`config.mk`:
```
export PLATFORM = sky130hd
export DESIGN_NAME = spi_slave
export DESIGN_NICKNAME = d
export VERILOG_FILES = /design/src/rtl/spi_slave.sv
export SDC_FILE = /design/constraint.sdc
export NUM_CORES = 1
export LEC_CHECK = 0
export CAP_MARGIN = 20
export CORE_ASPECT_RATIO = 0.8
export CORE_MARGIN = 10
export CORE_UTILIZATION = 40
export CTS_BUF_LIST = sky130_fd_sc_hd__clkbuf_4
export DETAILED_ROUTE_END_ITERATION = 8
export REMOVE_ABC_BUFFERS = 1
export SLEW_MARGIN = 20
export SYNTH_ARGS = -nofsm -noshare
export SYNTH_HDL_FRONTEND = slang
export SYNTH_SLANG_ARGS = --single-unit
```
`constraint.sdc`:
```
create_clock -name i_clk -period 1.7 [get_ports i_clk]
set_input_delay 0.255 -clock i_clk [delete_from_list [all_inputs] [get_ports i_clk]]
set_output_delay 0.255 -clock i_clk [all_outputs]
set_load 0.01 [all_outputs]
```
`src/rtl/spi_slave.sv`:
```
// SPI mode-0 slave: synchronizes the SPI pins into i_clk, shifts MSB-first bytes
// through RX/TX shift registers, with a one-deep TX holding register.
// Optional build macro SPI_SLAVE_UNDERRUN_EN enables the TX underrun pulse.

// state     | meaning
// ST_IDLE   | chip select high, MISO tri-stated, sclk edges ignored
// ST_ACTIVE | chip select low, shifting bytes, MISO driven
module spi_slave #(
  parameter int         SYNC_STAGES = 2,
  parameter logic [7:0] IDLE_BYTE   = 8'hFF
) (
  input  logic       i_clk,
  input  logic       i_rst_n,
  input  logic       i_sclk,
  input  logic       i_mosi,
  input  logic       i_cs_n,
  output logic       o_miso,
  output logic       o_miso_oe,
  input  logic       i_tx_valid,
  input  logic [7:0] i_tx_byte,
  output logic       o_tx_ready,
  output logic       o_rx_valid,
  output logic [7:0] o_rx_byte,
  output logic       o_tx_underrun
);

  typedef enum logic [0:0] {
    ST_IDLE   = 1'b0,
    ST_ACTIVE = 1'b1
  } state_t;

  state_t state_q, state_d;

  logic [SYNC_STAGES-1:0] sclk_sync;
  logic [SYNC_STAGES-1:0] mosi_sync;
  logic [SYNC_STAGES-1:0] cs_sync;
  logic                   sclk_prev;
  logic                   cs_prev;

  logic       sclk_s, mosi_s, cs_s;
  logic       sclk_rise, sclk_fall, cs_fall, cs_rise;
  logic       start_evt, stop_evt, bit_rise, bit_fall, load_evt;
  logic       miso_oe_d;

  logic [2:0] bit_cnt;
  logic       last_bit;
  logic [6:0] rx_shift;
  logic [7:0] tx_shift;
  logic [7:0] hold_byte;
  logic       hold_full;
  logic       rx_valid_q;
  logic [7:0] rx_byte_q;

  // cs_n synchronizer resets to 1 so reset release never looks like a select
  always_ff @(posedge i_clk or negedge i_rst_n) begin
    if (!i_rst_n) begin
      sclk_sync <= '0;
      mosi_sync <= '0;
      cs_sync   <= '1;
      sclk_prev <= 1'b0;
      cs_prev   <= 1'b1;
    end else begin
      sclk_sync <= {sclk_sync[SYNC_STAGES-2:0], i_sclk};
      mosi_sync <= {mosi_sync[SYNC_STAGES-2:0], i_mosi};
      cs_sync   <= {cs_sync[SYNC_STAGES-2:0], i_cs_n};
      sclk_prev <= sclk_s;
      cs_prev   <= cs_s;
    end
  end

  assign sclk_s    = sclk_sync[SYNC_STAGES-1];
  assign mosi_s    = mosi_sync[SYNC_STAGES-1];
  assign cs_s      = cs_sync[SYNC_STAGES-1];
  assign sclk_rise = sclk_s & ~sclk_prev;
  assign sclk_fall = ~sclk_s & sclk_prev;
  assign cs_fall   = ~cs_s & cs_prev;
  assign cs_rise   = cs_s & ~cs_prev;

  always_ff @(posedge i_clk or negedge i_rst_n) begin
    if (!i_rst_n) state_q <= ST_IDLE;
    else          state_q <= state_d;
  end

  always_comb begin
    state_d   = state_q;
    miso_oe_d = 1'b0;
    start_evt = 1'b0;
    stop_evt  = 1'b0;
    bit_rise  = 1'b0;
    bit_fall  = 1'b0;
    case (state_q)
      ST_IDLE: begin
        if (cs_fall) begin
          state_d   = ST_ACTIVE;
          start_evt = 1'b1;
        end
      end
      ST_ACTIVE: begin
        miso_oe_d = 1'b1;
        if (cs_rise) begin
          state_d  = ST_IDLE;
          stop_evt = 1'b1;
        end else begin
          bit_rise = sclk_rise;
          bit_fall = sclk_fall;
        end
      end
      default: state_d = ST_IDLE;
    endcase
  end

  // the falling edge that closes a byte reloads instead of shifting
  assign load_evt = start_evt | (bit_fall & last_bit);

  always_ff @(posedge i_clk or negedge i_rst_n) begin
    if (!i_rst_n) begin
      bit_cnt  <= 3'd0;
      last_bit <= 1'b0;
      rx_shift <= 7'd0;
    end else if (stop_evt || start_evt) begin
      bit_cnt  <= 3'd0;
      last_bit <= 1'b0;
    end else if (bit_rise) begin
      rx_shift <= {rx_shift[5:0], mosi_s};
      bit_cnt  <= bit_cnt + 3'd1;
      last_bit <= (bit_cnt == 3'd7);
    end else if (bit_fall) begin
      last_bit <= 1'b0;
    end
  end

  always_ff @(posedge i_clk or negedge i_rst_n) begin
    if (!i_rst_n) begin
      tx_shift <= IDLE_BYTE;
    end else if (load_evt) begin
      tx_shift <= hold_full ? hold_byte : IDLE_BYTE;
    end else if (bit_fall) begin
      tx_shift <= {tx_shift[6:0], 1'b0};
    end
  end

  // a transfer out of the holding register wins; ready is low while it is full
  always_ff @(posedge i_clk or negedge i_rst_n) begin
    if (!i_rst_n) begin
      hold_byte <= 8'h00;
      hold_full <= 1'b0;
    end else if (load_evt && hold_full) begin
      hold_full <= 1'b0;
    end else if (i_tx_valid && !hold_full) begin
      hold_byte <= i_tx_byte;
      hold_full <= 1'b1;
    end
  end

  always_ff @(posedge i_clk or negedge i_rst_n) begin
    if (!i_rst_n) begin
      rx_valid_q <= 1'b0;
      rx_byte_q  <= 8'h00;
    end else begin
      rx_valid_q <= bit_rise && (bit_cnt == 3'd7);
      if (bit_rise && (bit_cnt == 3'd7)) rx_byte_q <= {rx_shift, mosi_s};
    end
  end

`ifdef SPI_SLAVE_UNDERRUN_EN
  logic underrun_q;

  always_ff @(posedge i_clk or negedge i_rst_n) begin
    if (!i_rst_n) underrun_q <= 1'b0;
    else          underrun_q <= load_evt & ~hold_full;
  end

  assign o_tx_underrun = underrun_q;
`else
  assign o_tx_underrun = 1'b0;
`endif

  assign o_miso     = tx_shift[7];
  assign o_miso_oe  = miso_oe_d;
  assign o_tx_ready = ~hold_full;
  assign o_rx_valid = rx_valid_q;
  assign o_rx_byte  = rx_byte_q;

endmodule

```
# After elaboration in Yosys (flattened, before gate mapping)
# Index checks and enable logic that the tools add are counted.
# totals
reg_bits	46
input_bits	14
out_inout_bits	13
wordCells	62
# op_classes
n_addsub	1
eq_ne	1
mux	21
n_bitwise	14
reduce_logical	11
# ops
operator	count
8-bit two-way mux	3
1-bit two-way mux	15
1-bit inverter	8
3-bit two-way mux	2
2-bit nonzero test	3
1-bit AND	5
2-bit AND reduction	2
3-bit by 1-bit adder with 3-bit output, second input constant	1
3-bit equality test, second input constant	1
1-bit logical AND	3
3-bit nonzero test	1
1-bit one-hot mux with 2 select lines	1
1-bit zero test	1
1-bit logical OR	1
1-bit OR	1

# Logic depth before layout (Yosys ltp)
# Gate-level depths: netlist of the first run.
# logic_depth
ltp_word	9
mapped_depth	5
depth_no_buf	4

# Worst setup path before layout of the first run
# Ideal clock, no wire load.
# synth_path
path_type	register -> register
from	register cs_prev
to	register rx_shift[1]
setup_time_ns	0.125
arrival_ns	1.339
path_slack_ns	0.236
stages_incl_launch_ff	5
synth_period_minus_slack_ns	1.464
path_cell_list	dfstp_2 > nand2b_2 > and3_1 > buf_2 > mux2_2
# synth_via
elab_chain_cells	7
# synth_rtl
item	line	source
from (decl)	38	logic cs_prev;
from (signal assigned)	67	cs_prev <= cs_s;
1-bit inverter	77	assign cs_rise = cs_s & ~cs_prev;
1-bit AND	77	
1-bit two-way mux	100	if (cs_rise) begin
1-bit two-way mux	91	case (state_q)
1-bit logical OR	120	end else if (stop_evt || start_evt) begin
1-bit inverter (no line)	-	
2-bit AND reduction (no line) *	-	
to (signal assigned)	124	rx_shift <= {rx_shift[5:0], mosi_s};
to (decl)	47	logic [6:0] rx_shift;
# Mark *: on every way between the ends. The rest lies on a longest branch, timed or not.
# A chain may end at the register's enable or synchronous reset.

# Worst setup path in the final report of the first run
# layout_path
from	register state_q
to	output port o_miso_oe
# layout_via
elab_chain_cells	1
# layout_rtl
item	line	source
from (decl)	32	state_t state_q, state_d;
from (signal assigned)	81	else state_q <= state_d;
1-bit two-way mux	91	
to (decl)	18	output logic o_miso_oe,
# Every way passes these cells.

==> results of run 1 <==
-- layer usage --
layer  share of wire [%]  wire, µm  vias up  GRT usage [%]
li1                    -         -      581              -
met1                  48      1780      608           12.2
met2                  45      1640       29           13.2
met3                 5.7       210        5           3.56
met4                 1.3        49        0           3.88
met5                   0         0        -              0
-- power by group through the flow --
stage	logic, mW	clock network, mW	registers [mW]
after floorplan	0.438	0	1.54
after global placement	0.629	0	1.57
after detailed placement	0.653	0	1.59
after CTS	0.691	0.581	1.55
after global routing	0.760	0.632	1.59
final	0.676	0.562	1.55
-- worst register-to-register path, delay by kind of cell, from the launching register on --
| family | cells | cell delay [ns] |
|---|---|---|
| buffers and inverters | 1 | 0.19 |
| multiplexers | 1 | 0.34 |
| flip-flops | 1 | 0.59 |
| AND/OR/NAND/NOR | 2 | 0.34 |
-- worst paths after layout --
| kind | startpoint | end | slack, ns | cells after the start |
|---|---|---|---|---|
| min in group asynchronous | i_rst_n | o_rx_byte[1] | 0.34 | 2 |
| max in group asynchronous | i_rst_n | tx_shift[0] | 0.76 | 3 |
| worst max-delay path | state_q | o_miso_oe | 0.06 | 1 |
| worst min-delay path | i_mosi | mosi_sync[0] | 0.30 | 1 |
| worst min register to register | sclk_sync[0] | sclk_sync[1] | 0.37 | 0 |
| worst max register to register | cs_prev | o_rx_byte[3] | 0.15 | 4 |
-- cell usage after synthesis (all sizes together) --
cell type,count,area (µm²)
and3,1,6.26
ha,2,25.0
or3b,1,8.76
and4b,1,10.0
a32o,2,20.0
dfstp,11,289
nand4,1,21.3
a31oi,1,12.5
nand2b,1,8.76
o31a,1,8.76
mux2,23,259
inv,2,7.51
clkbuf,2,7.51
nor2,2,7.51
nor3b,1,18.8
a41o,7,70.1
nand2,2,7.51
o2bb2ai,1,8.76
nor2b,10,62.6
conb,1,3.75
or2,7,43.8
a22o,7,61.3
a41oi,1,8.76
o21ai,10,50.0
dfrtp,35,876
a31o,1,8.76
and2b,1,7.51
buf,8,57.6
a21o,1,7.51
-- area by class of cell --
class / instances / area, µm² / area share [%]
timing repair buffer: 34 / 329 / 13.8
multi-input combinational: 86 / 748 / 31.3
tap: 60 / 75.1 / 3.14
clock inverter: 3 / 26.3 / 1.10
clock buffer: 5 / 37.5 / 1.57
sequential: 46 / 1170 / 48.8
inverter: 2 / 7.51 / 0.314
-- sequential cells by signal, indices dropped and copies added, names as in the netlist --
register / flops
last_bit: 1
cs_prev: 1
o_rx_byte: 8
sclk_prev: 1
hold_full: 1
mosi_sync: 2
bit_cnt: 3
o_rx_valid: 1
tx_shift: 8
state_q: 1
cs_sync: 2
sclk_sync: 2
hold_byte: 8
rx_shift: 7
-- cell families after synthesis --
kind of cell	Yosys count	share of synthesized area, %
flops	46	58.7
other cells	1	0.189
fa+ha+maj	2	1.26
buf+inv	12	3.66
mux	23	13.1
simple gates	28	10.2
compound gates	32	12.9
-- per-stage QoR --
stage / cells / hold slack, ns
finish: 236 / 0.299
global placement: 226 / 0.221
global route: 236 / 0.279
CTS: 236 / 0.280
detailed placement: 226 / 0.236
floorplan: 134 / -0.0406
-- repair_timing --
| action | in CTS | in global routing |
|---|---|---|
| hold buffers | 1 | 0 |
| resized for setup | 3 | 2 |
| hold endpoints to repair | 15 | 0 |
| buffers inserted | 1 | 0 |
| setup endpoints to repair | 3 | 3 |
==> out/metrics.csv, run 1 <==
stage;metric;value;unit
outcome;outcome;finished, final reports clean;
place;dp_hpwl;2690;µm
setup_path;critPathTopFamily;buffers and inverters;
routing;drc;0;
final_layout;syn_to_final_growth;20.5;%
routing;drt-total-wl;3680;µm
setup_path;crit_arrival;1.38;ns
setup_path;startpoint_type;flop;
flow_run;max_cap_viol_count;0;
power_and_ir_drop;p_int;1.99;mW
synthesis;syn_area;1980;µm²
final_layout;finish.utilization;51.1;%
grt;first_global_vias;1258;
grt;grt_start_max_net_pins;29;
synthesis;post_synth.cell_area_avg;13.8;µm²
place;io_buffers;25;
power_and_ir_drop;combPwrFrac;24.2;%
power_and_ir_drop;ir_drop;0.000727;V
final_layout;layout_common_cells;dfrtp_1 (33), mux2_2 (22), clkdlybuf4s50_1 (22);
floorplan;floorplan.initialDensity;42.4;%
clock_tree;path_clk_slew;0.15;ns
floorplan;die_x;98.8;µm
power_and_ir_drop;pwr-share-clk;20.1;%
clock_tree;cts_buffers;5;
setup_path;worstPathCellList;clkdlybuf4s50_1;
synthesis;ys_seq_area_share;58.7;%
floorplan;rows;22;
sta;finalClockSkew;0.0198;ns
place;dpl-instance-area;2300;µm²
routing;vias_per_cell;5.18;
clock_tree;clk-insertion-delay-late;0.37;ns
final_layout;final_common_cell;dfrtp_1;
routing;vias;1223;
sta;rsz0062_at_grt;no;
setup_path;cp_max_fo;5;
sta;fin_crit;1.64;ns
place;dp_slack;0.115;ns
setup_path;cpPeakStageDelay;0.56;ns
synthesis;yosysUniqueCellTypes;33;
hold_path;worst_hold_path_type;in -> reg;
final_layout;nNetsFinal;191;
sta;layout_worst_path_cycle_share;96.2;%
sta;worst_slack;0.0644;ns
routing;firstDrtPassIters;4;
sta;finalSetupTns;0;ns
power_and_ir_drop;switching_share;28.8;%
floorplan;die_area;8200;µm²
clock_tree;cts_tree;built;
setup_path;criticalPathCategory;reg -> out;
routing;wl_per_cell;15.6;µm
power_and_ir_drop;seqPwrFrac;55.6;%
sta;finalHoldViolations;0;
sta;fmax;0.611;GHz
power_and_ir_drop;p_sw;0.803;mW
final_layout;n_antenna_cell;0;
setup_path;critPathCaptureType;output port;
clock_tree;cts_htree_levels;2;
power_and_ir_drop;power;2.79;mW
final_layout;fill_cells;412;
synthesis;ys_ff_latch;46;
setup_path;cp_num_buf_inv;1;
clock_tree;cts_num_sinks;46;
floorplan;fp.dieH;83;µm
sta;drv_slew;0;
place;gp_congestion;0.724;
clock_tree;clock-root-buffer;clkbuf_4;
power_and_ir_drop;leakagePower;1.11;nW
grt;antenna_found_initial;0;
grt;overflow;0;
grt;grt_pass1_wl;6310;µm
final_layout;drive_gt1_share;37.5;%
sta;setup_viol;0;
setup_path;worst_ep_required_time;1.44;ns
floorplan;ioPinCount;27;
floorplan;core_area;4680;µm²
routing;drt_iter0_drc;64;
routing;ant_nets;0;
final_layout;final_area;2390;µm²
setup_path;crit_slowest_cell;clkdlybuf4s50_1;
clock_tree;clockBufferDepth;2;
synthesis;netlist_instances;144;
synthesis;ys_warn_count;0;
grt;grt_use_total;9.28;%
power_and_ir_drop;p_per_area;1170;nW/µm²
(Power assumes the default switching activity.)
==> run 2, diff against run 1 <==
--- a/config.mk
+++ b/config.mk
@@ -11,6 +11,7 @@
 export CORE_UTILIZATION = 40
 export CTS_BUF_LIST = sky130_fd_sc_hd__clkbuf_4
 export DETAILED_ROUTE_END_ITERATION = 8
+export GPL_TIMING_DRIVEN = 0
 export REMOVE_ABC_BUFFERS = 1
 export SLEW_MARGIN = 20
 export SYNTH_ARGS = -nofsm -noshare
==> run 2 against run 1 <==
First-iteration DRC count down 59%. Sequential power about the same. Sequential share of layout area up 0.079 points. Final area about the same. Largest cell class unchanged.
==> out/metrics.csv, run 2 (synthesis results as in run 1) <==
stage;metric;value;unit
setup_path;critPathTopFamily;flip-flops;
clock_tree;cts_tree;built;
sta;setup_viol;0;
final_layout;nNetsFinal;187;
routing;vias_per_cell;5.18;
clock_tree;clockBufferDepth;2;
sta;fin_crit;1.61;ns
clock_tree;path_clk_slew;0.13;ns
routing;drt_iter0_drc;26;
sta;maxSlewHeadroom;51.5;%
final_layout;syn_to_final_growth;20.6;%
routing;vias;1202;
clock_tree;cts_htree_levels;2;
setup_path;worst_ep_required_time;1.96;ns
power_and_ir_drop;leakagePower;1.11;nW
place;dp_cells;220;
setup_path;critPathCaptureType;flop;
final_layout;drive_gt1_share;36.6;%
sta;layout_worst_path_cycle_share;94.6;%
routing;firstDrtPassIters;4;
grt;overflow;0;
place;io_buffers;25;
final_layout;layout_common_cells;dfrtp_1 (33), mux2_2 (22), clkdlybuf4s50_1 (21);
floorplan;rows;22;
place;dpl-instance-area;2270;µm²
grt;grt_pass1_wl;6380;µm
grt;grt_use_total;9.25;%
power_and_ir_drop;ir_drop;0.000585;V
floorplan;floorplan.initialDensity;42.4;%
sta;worst_slack;0.0910;ns
final_layout;n_antenna_cell;0;
sta;fmax;0.622;GHz
setup_path;worstPathCellList;buf_4 > or3b_2 > a31o_2;
sta;finalClockSkew;0.0129;ns
final_layout;finish.utilization;51.1;%
final_layout;final_common_cell;dfrtp_1;
setup_path;crit_slowest_cell;dfrtp_4;
floorplan;die_area;8200;µm²
sta;drv_slew;0;
routing;drt-total-wl;3580;µm
floorplan;ioPinCount;27;
routing;ant_nets;0;
power_and_ir_drop;power;2.73;mW
setup_path;cp_max_fo;16;
setup_path;cpPeakStageDelay;0.53;ns
grt;antenna_found_initial;0;
place;dp_hpwl;2540;µm
flow_run;max_cap_viol_count;0;
setup_path;criticalPathCategory;reg -> reg;
power_and_ir_drop;p_per_area;1140;nW/µm²
routing;wl_per_cell;15.4;µm
place;gp_congestion;0.714;
clock_tree;clk-insertion-delay-late;0.36;ns
setup_path;crit_arrival;1.86;ns
sta;rsz0062_at_grt;no;
floorplan;fp.dieH;83;µm
routing;drc;0;
sta;finalHoldViolations;0;
clock_tree;cts_num_sinks;46;
setup_path;startpoint_type;flop;
clock_tree;cts_buffers;5;
floorplan;die_x;98.8;µm
final_layout;final_area;2390;µm²
place;dp_slack;-0.175;ns
final_layout;final-instance-count-excl-fill;232;
sta;tightest_slew;0.726;ns
hold_path;worst_hold_path_type;in -> reg;
floorplan;core_area;4680;µm²
clock_tree;clock-root-buffer;clkbuf_4;
outcome;outcome;finished, final reports clean;
setup_path;cp_num_buf_inv;1;
grt;grt_start_max_net_pins;26;
grt;first_global_vias;1300;
## run 2: layout make-up
| class | count | area (µm²) |
|---|---|---|
| multi-input cells | 86 | 759 |
| fillers | 433 | 2290 |
| inverters | 2 | 7.51 |
| flip-flops and latches | 46 | 1170 |
| clock buffers | 6 | 45.0 |
| well taps | 60 | 75.1 |
| repair buffers | 30 | 322 |
| clock inverters | 2 | 13.8 |
## run 2: worst register-to-register path, cell delays in order (launching register included)
cell     delay, ns
dfrtp_4       0.53
buf_4         0.21
or3b_2        0.51
a31o_2        0.26
## run 2: per-layer routing
layer / GRT usage (%) / vias up / routed length [µm]
met5: 0 / - / 0
met4: 3.88 / 0 / 53
met3: 3.31 / 8 / 165
met2: 13.9 / 21 / 1680
met1: 11.7 / 601 / 1680
li1: - / 572 / -
## run 2: path summary, 6_finish.rpt
kind	from	end	slack, ns	cells past startpoint
max	state_q	bit_cnt[0]	0.09	3
min	i_cs_n	cs_sync[0]	0.29	1
max reg2reg	state_q	bit_cnt[0]	0.09	3
min reg2reg	mosi_sync[0]	mosi_sync[1]	0.37	0
max in group asynchronous	i_rst_n	cs_prev	0.69	3
min in group asynchronous	i_rst_n	o_rx_byte[1]	0.41	2
## run 2: where the power goes
part | leakage [nW] | switching (mW) | internal, mW
clock | 0.0356 | 0.349 | 0.179
sequential | 0.557 | 0.154 | 1.40
combinational | 0.519 | 0.250 | 0.401
total | 1.11 | 0.754 | 1.98
## run 2: stage by stage
| stage | hold slack [ns] | TNS, ns |
|---|---|---|
| finish | 0.292 | 0 |
| global route | 0.257 | 0 |
| CTS | 0.282 | 0 |
| detailed placement | 0.295 | -3.10 |
| global placement | 0.337 | -33.38 |
| floorplan | -0.0406 | 0 |
## run 2: what timing repair did
action / 4_1_cts / 5_1_grt
buffers inserted: 2 / 1
endpoints found under the setup margin: 19 / 18
hold buffers: 1 / 0
gates cloned: 0 / 0
resized for setup: 6 / 4
pin swaps: 0 / 0
hold endpoints to repair: 17 / 0
==> run 3, diff against run 2 <==
--- a/config.mk
+++ b/config.mk
@@ -13,7 +13,6 @@
 export DETAILED_ROUTE_END_ITERATION = 8
 export GPL_TIMING_DRIVEN = 0
 export REMOVE_ABC_BUFFERS = 1
-export SLEW_MARGIN = 20
 export SYNTH_ARGS = -nofsm -noshare
 export SYNTH_HDL_FRONTEND = slang
 export SYNTH_SLANG_ARGS = --single-unit
==> results of run 3 <==
Same layout as run 2: the final DEF is identical, and so are final timing and power.
